**src/rtl/fb_write_arbiter.sv**
```systemverilog
// Framebuffer write-port owner: round-robin arbitration between two pixel requesters
// plus a full-screen clear sweep with priority. Optional clipping via FB_WRITE_ARBITER_CLIP_EN.
module fb_write_arbiter #(
   parameter int   WIDTH       = 640,
   parameter int   HEIGHT      = 480,
   parameter logic CLEAR_COLOR = 1'b0
) (
   input  logic        CLOCK_50,
   input  logic        reset_n,
   input  logic        a_valid,
   input  logic [10:0] a_x,
   input  logic [10:0] a_y,
   input  logic        a_color,
   output logic        a_ready,
   input  logic        b_valid,
   input  logic [10:0] b_x,
   input  logic [10:0] b_y,
   input  logic        b_color,
   output logic        b_ready,
   input  logic        clear_start,
   output logic        clear_busy,
   output logic        clear_done,
   output logic [10:0] fb_x,
   output logic [10:0] fb_y,
   output logic        fb_color,
   output logic        fb_write
`ifdef FB_WRITE_ARBITER_CLIP_EN
   ,
   output logic [15:0] clip_count
`endif
);

   localparam logic [10:0] X_LAST = 11'(WIDTH - 1);
   localparam logic [10:0] Y_LAST = 11'(HEIGHT - 1);

   typedef enum logic {IDLE, CLEAR} state_t;

   state_t      state_q;
   logic        last_b_q;
   logic [10:0] cx_q, cy_q;
   logic [10:0] fb_x_q, fb_y_q;
   logic        fb_color_q, fb_write_q;
   logic        clear_busy_q, clear_done_q;

   logic        grant_a, grant_b, accept_ok, xfer;
   logic        sweep_on, sweep_last;
   logic [10:0] sweep_x, sweep_y;
   logic [10:0] req_x, req_y;
   logic        req_color, req_clip;

   always_comb begin
      // Tie goes to whichever requester was not granted last
      grant_a    = a_valid && (!b_valid || last_b_q);
      grant_b    = b_valid && !grant_a;
      accept_ok  = reset_n && (state_q == IDLE) && !clear_start;
      a_ready    = accept_ok && grant_a;
      b_ready    = accept_ok && grant_b;
      xfer       = a_ready || b_ready;
      req_x      = grant_b ? b_x : a_x;
      req_y      = grant_b ? b_y : a_y;
      req_color  = grant_b ? b_color : a_color;
      // The start cycle already emits pixel (0,0), so the counters hold the next pixel
      sweep_on   = (state_q == CLEAR) || clear_start;
      sweep_x    = (state_q == CLEAR) ? cx_q : 11'd0;
      sweep_y    = (state_q == CLEAR) ? cy_q : 11'd0;
      sweep_last = (sweep_x == X_LAST) && (sweep_y == Y_LAST);
   end

`ifdef FB_WRITE_ARBITER_CLIP_EN
   localparam logic [10:0] X_LIM = 11'(WIDTH);
   localparam logic [10:0] Y_LIM = 11'(HEIGHT);
   logic [15:0] clip_count_q;

   assign req_clip   = (req_x >= X_LIM) || (req_y >= Y_LIM);
   assign clip_count = clip_count_q;

   always_ff @(posedge CLOCK_50 or negedge reset_n) begin
      if (!reset_n) begin
         clip_count_q <= 16'd0;
      end else if (!sweep_on && xfer && req_clip && (clip_count_q != 16'hFFFF)) begin
         clip_count_q <= clip_count_q + 16'd1;
      end
   end
`else
   assign req_clip = 1'b0;
`endif

   always_ff @(posedge CLOCK_50 or negedge reset_n) begin
      if (!reset_n) begin
         state_q      <= IDLE;
         last_b_q     <= 1'b1;
         cx_q         <= 11'd0;
         cy_q         <= 11'd0;
         fb_x_q       <= 11'd0;
         fb_y_q       <= 11'd0;
         fb_color_q   <= 1'b0;
         fb_write_q   <= 1'b0;
         clear_busy_q <= 1'b0;
         clear_done_q <= 1'b0;
      end else if (sweep_on) begin
         fb_x_q       <= sweep_x;
         fb_y_q       <= sweep_y;
         fb_color_q   <= CLEAR_COLOR;
         fb_write_q   <= 1'b1;
         clear_busy_q <= 1'b1;
         clear_done_q <= sweep_last;
         state_q      <= sweep_last ? IDLE : CLEAR;
         if (sweep_x == X_LAST) begin
            cx_q <= 11'd0;
            cy_q <= sweep_y + 11'd1;
         end else begin
            cx_q <= sweep_x + 11'd1;
            cy_q <= sweep_y;
         end
      end else begin
         clear_busy_q <= 1'b0;
         clear_done_q <= 1'b0;
         fb_write_q   <= xfer && !req_clip;
         if (xfer) begin
            fb_x_q     <= req_x;
            fb_y_q     <= req_y;
            fb_color_q <= req_color;
            last_b_q   <= grant_b;
         end
      end
   end

   assign fb_x       = fb_x_q;
   assign fb_y       = fb_y_q;
   assign fb_color   = fb_color_q;
   assign fb_write   = fb_write_q;
   assign clear_busy = clear_busy_q;
   assign clear_done = clear_done_q;

endmodule

```
**config.mk**
```make
export PLATFORM = sky130hd
export DESIGN_NAME = fb_write_arbiter
export DESIGN_NICKNAME = d
export VERILOG_FILES = /design/src/rtl/fb_write_arbiter.sv
export SDC_FILE = /design/constraint.sdc
export NUM_CORES = 1
export LEC_CHECK = 0
export BUFFER_PORTS_ARGS = -buffer_cell sky130_fd_sc_hd__buf_2
export CORE_UTILIZATION = 40
export DETAILED_ROUTE_END_ITERATION = 8
export PLACE_DENSITY_LB_ADDON = 0.15
export SYNTH_ARGS = -nofsm -noshare
export SYNTH_HDL_FRONTEND = slang
export SYNTH_SLANG_ARGS = --single-unit
```
**constraint.sdc**
```tcl
create_clock -name CLOCK_50 -period 2.79 [get_ports CLOCK_50]
set_input_delay 0.558 -clock CLOCK_50 [delete_from_list [all_inputs] [get_ports CLOCK_50]]
set_output_delay 0.558 -clock CLOCK_50 [all_outputs]
set_load 0.01 [all_outputs]
```
==> summary.md <==
| Metric | Value |
|---|---|
| Most frequent cells in the layout | buf_2, dfrtp_1, nor2_1, mux2_2, a21oi_1 |
| Detail Route Antenna Nets | 0 |
| Final Cycle Share | between 80% and 90% |
| Ys Warns | 0 |
| FMAX | around 430 MHz |
| Final setup fails | 0 |
| CTS tree | yes |
| Area fraction of the dominant cell type after synthesis | 45.2% |
| Via count | 2302 |
| Post-CTS Setup Inserts | 0 |
| Synth Area per Inst | 9.79 sq um |
| Routed len/inst | 16.1 um |
| Delay-heaviest family, CP | simple AND/OR/NAND/NOR gates |
| Global Route Usage Sum | 19.9% |
| PD cells | 651 nW/um^2 |
| Crit Path Max Fanout | 32 |
| Count of final max-slew check failures | 0 |
| Unique cell type count in the Yosys netlist | between 40 and 50 |
| Net Sw Frac | 34.1% |
| Net count after synthesis | 330 |
| Starting Density | 42.0% |
| Util after Layout | 50.5% |
| Synth Flop Type | dfrtp_1 |
| Cell area after synthesis | 2710 sq um |
| CTS Hold Bufs | 0 |
| Full die area | between 7000 and 8000 sq um |
| Setup CP Type | reg2out |
| Synth-to-Final Area Change | 20.2% |
| DP Area | 3170 sq um |
| Outcome | finished, violations left |
| Period minus WS final | roughly 2300 ps |
| Largest net degree at the start of global routing | 48 |
| Worst Setup End Kind | output port |
| Final Hold Fails | 0 |
| Sw Pwr | 724 uW |
| Max incr delay on CP | between 400 and 500 ps |
| Worst endpoint required time | 2230 ps |
| Worst-path clk slew | 90 ps |
| Post-synth top area cell | dfrtp_1 |
| Synth area leaders | dfrtp_1, mux2_2, a21oi_1 |
| Worst Skew | 4.35 ps |
| Number of synthesized flops with an enable pin | 0 |
| WL final | 6870 um |
| Post-Syn Instances | 277 |
| Initial antenna violation count | 0 |
| Hold WC Path Type | in2async |
| Failing checks | DRC |
| Worst-Margin Slew | 626 ps |
| RD Place Congestion | 0.832 |
| Final setup TNS | 0 ps |
| Clk sinks | 50 |
| Flop pwr share | slightly above 50% |
| Clock share of power | 20.8% |
| Number of max-cap violations | 0 |
| RSZ-0062 raised after global routing | false |
| Root Buffer Master | clkbuf_8 |
| Sequential-to-total area share from yosys stat | 46.2% |
| Post-route DRC | 9 |
| Most common cell after layout, fill and taps aside | buf_2 |
| Initial DRC Count | 158 |
| Share of layout cells above drive strength 1 | 34.7% |
| Row Count | 29 |
| DP Cell Count | about 420 |
| Clock Latency Late Sink | roughly 300 ps |
| Final non-filler cell area | approximately 3300 sq um |
| H-tree lvl count | 2 |
| Crit path buf inv count | 2 |
| Max VDD drop | 290 uV |
| CORE AREA | 6460 sq um |
| Die span in x | between 80 and 90 um |
| Worst path cell trace | buf_4 > nor2_2 > and3_1 > buf_2 |
| Inserted Diodes | 0 |
| Static Leakage | 0.00152 uW |
| Slew HR | 58.0% |
| Final HPWL DP | 4920 um |
| First-pass GRT wire length | 11200 um |
| #FFs+latches synth | 50 |
| Startpoint Class | flop |
| Logic gate share of total power | 28.8% |
| Remaining global-route overflow | 0 |
| Clock buffer count from CTS | 5 |
| Hold WS | roughly 84 ps |
| Clock buffer depth | 2 |
| I/O pins | just under 80 |
| Int Power | 1400 uW |
| IO buf count | 78 |
| Via density | about 5.4 |
| Layout Nets | 401 |
| Vias in the first global route | 2153 |
| Die H | ~84 um |
| Non-Filler Instances | 426 |
| Critical-path top delay cell | nor2_2 |
| WP data arrival | ~1800 ps |
| Post-CTS Resized | 0 |
| Drt pass-1 iters | 8 |
| Post-synth ARST share | 100% |
## cell usage after synthesis, types with 2 or more instances
library cell,n
and3_1,6
xor2_1,4
a31oi_1,3
inv_1,4
ha_1,2
a21oi_1,24
nand2_1,22
a32o_1,2
and2_1,6
dfrtp_1,49
nand4_1,12
buf_2,6
xnor2_1,8
nor3_1,4
buf_4,2
mux2_2,24
a22oi_1,15
nand3_1,8
and4_1,7
o21ai_0,5
mux2i_1,2
nor2_1,29
o21a_1,2
clkbuf_1,11
## worst paths after layout
path                                         to  cells past startpoint                 start  slack (ps)
max                                     a_ready                      4   state_q$_DFFE_PN0N_         460
min                         fb_y[5]$_DFFE_PN0P_                      1               reset_n          80
max reg2reg                 state_q$_DFFE_PN0N_                      6   cx_q[0]$_DFFE_PN0N_         630
min reg2reg                last_b_q$_DFFE_PN1P_                      2  last_b_q$_DFFE_PN1P_         510
max in group asynchronous   fb_y[3]$_DFFE_PN0P_                      2               reset_n        1870
min in group CLOCK_50      last_b_q$_DFFE_PN1P_                      2  last_b_q$_DFFE_PN1P_         510
## sequential cells by signal, summed over array words and instances, names as in the netlist
signal	cells
last_b_q	1
clear_busy	1
fb_color	1
cy_q	11
fb_x	11
fb_write	1
clear_done	1
cx_q	11
fb_y	11
state_q	1
## cell families (layout without fill, tap and decap cells)
| logic type | after synthesis | count (layout) | share of synthesized area (%) |
|---|---|---|---|
| AND/OR/NAND/NOR | 101 | 101 | 19.6 |
| AO/OA/AOI/OAI | 62 | 62 | 14.9 |
| flip-flops | 50 | 50 | 46.2 |
| multiplexers | 26 | 26 | 10.7 |
| buffers and inverters | 24 | 96 | 3.87 |
| XOR/XNOR | 12 | 12 | 3.87 |
| adder cells (fa/ha/maj) | 2 | 2 | 0.922 |
## per-layer routing
metal / global-route usage (%) / vias up / part of all wire (%)
met2: 29.1 / 56 / 44
met3: 3.05 / 6 / 4.6
li1: - / 1149 / -
met5: 0 / - / 0
met4: 4.62 / 0 / 0.87
met1: 31.0 / 1091 / 51
## layout make-up
class / count / area, sq um
Clock buffer: 7 / 86.3
Inverter: 4 / 15.0
Timing Repair Buffer: 84 / 448
Multi-Input combinational cell: 203 / 1360
Tap cell: 77 / 96.3
Clock inverter: 1 / 5.00
Sequential cell: 50 / 1250
Fill cell: 638 / 3200
## per-stage QoR
stage	worst slack [ps]	power, uW
finish	459	2120
global route	310	2250
CTS	436	2140
detailed placement	615	1690
global placement	651	1680
floorplan	647	1450
## power groups by stage
stage | combinational (uW) | clock (uW) | sequential (uW)
4_1_cts | 616 | 455 | 1070
3_3_place_gp | 601 | 0 | 1080
6_report | 611 | 442 | 1070
2_1_floorplan | 397 | 0 | 1060
3_5_place_dp | 612 | 0 | 1080
5_1_grt | 675 | 482 | 1090
(Power assumes the default switching activity.)
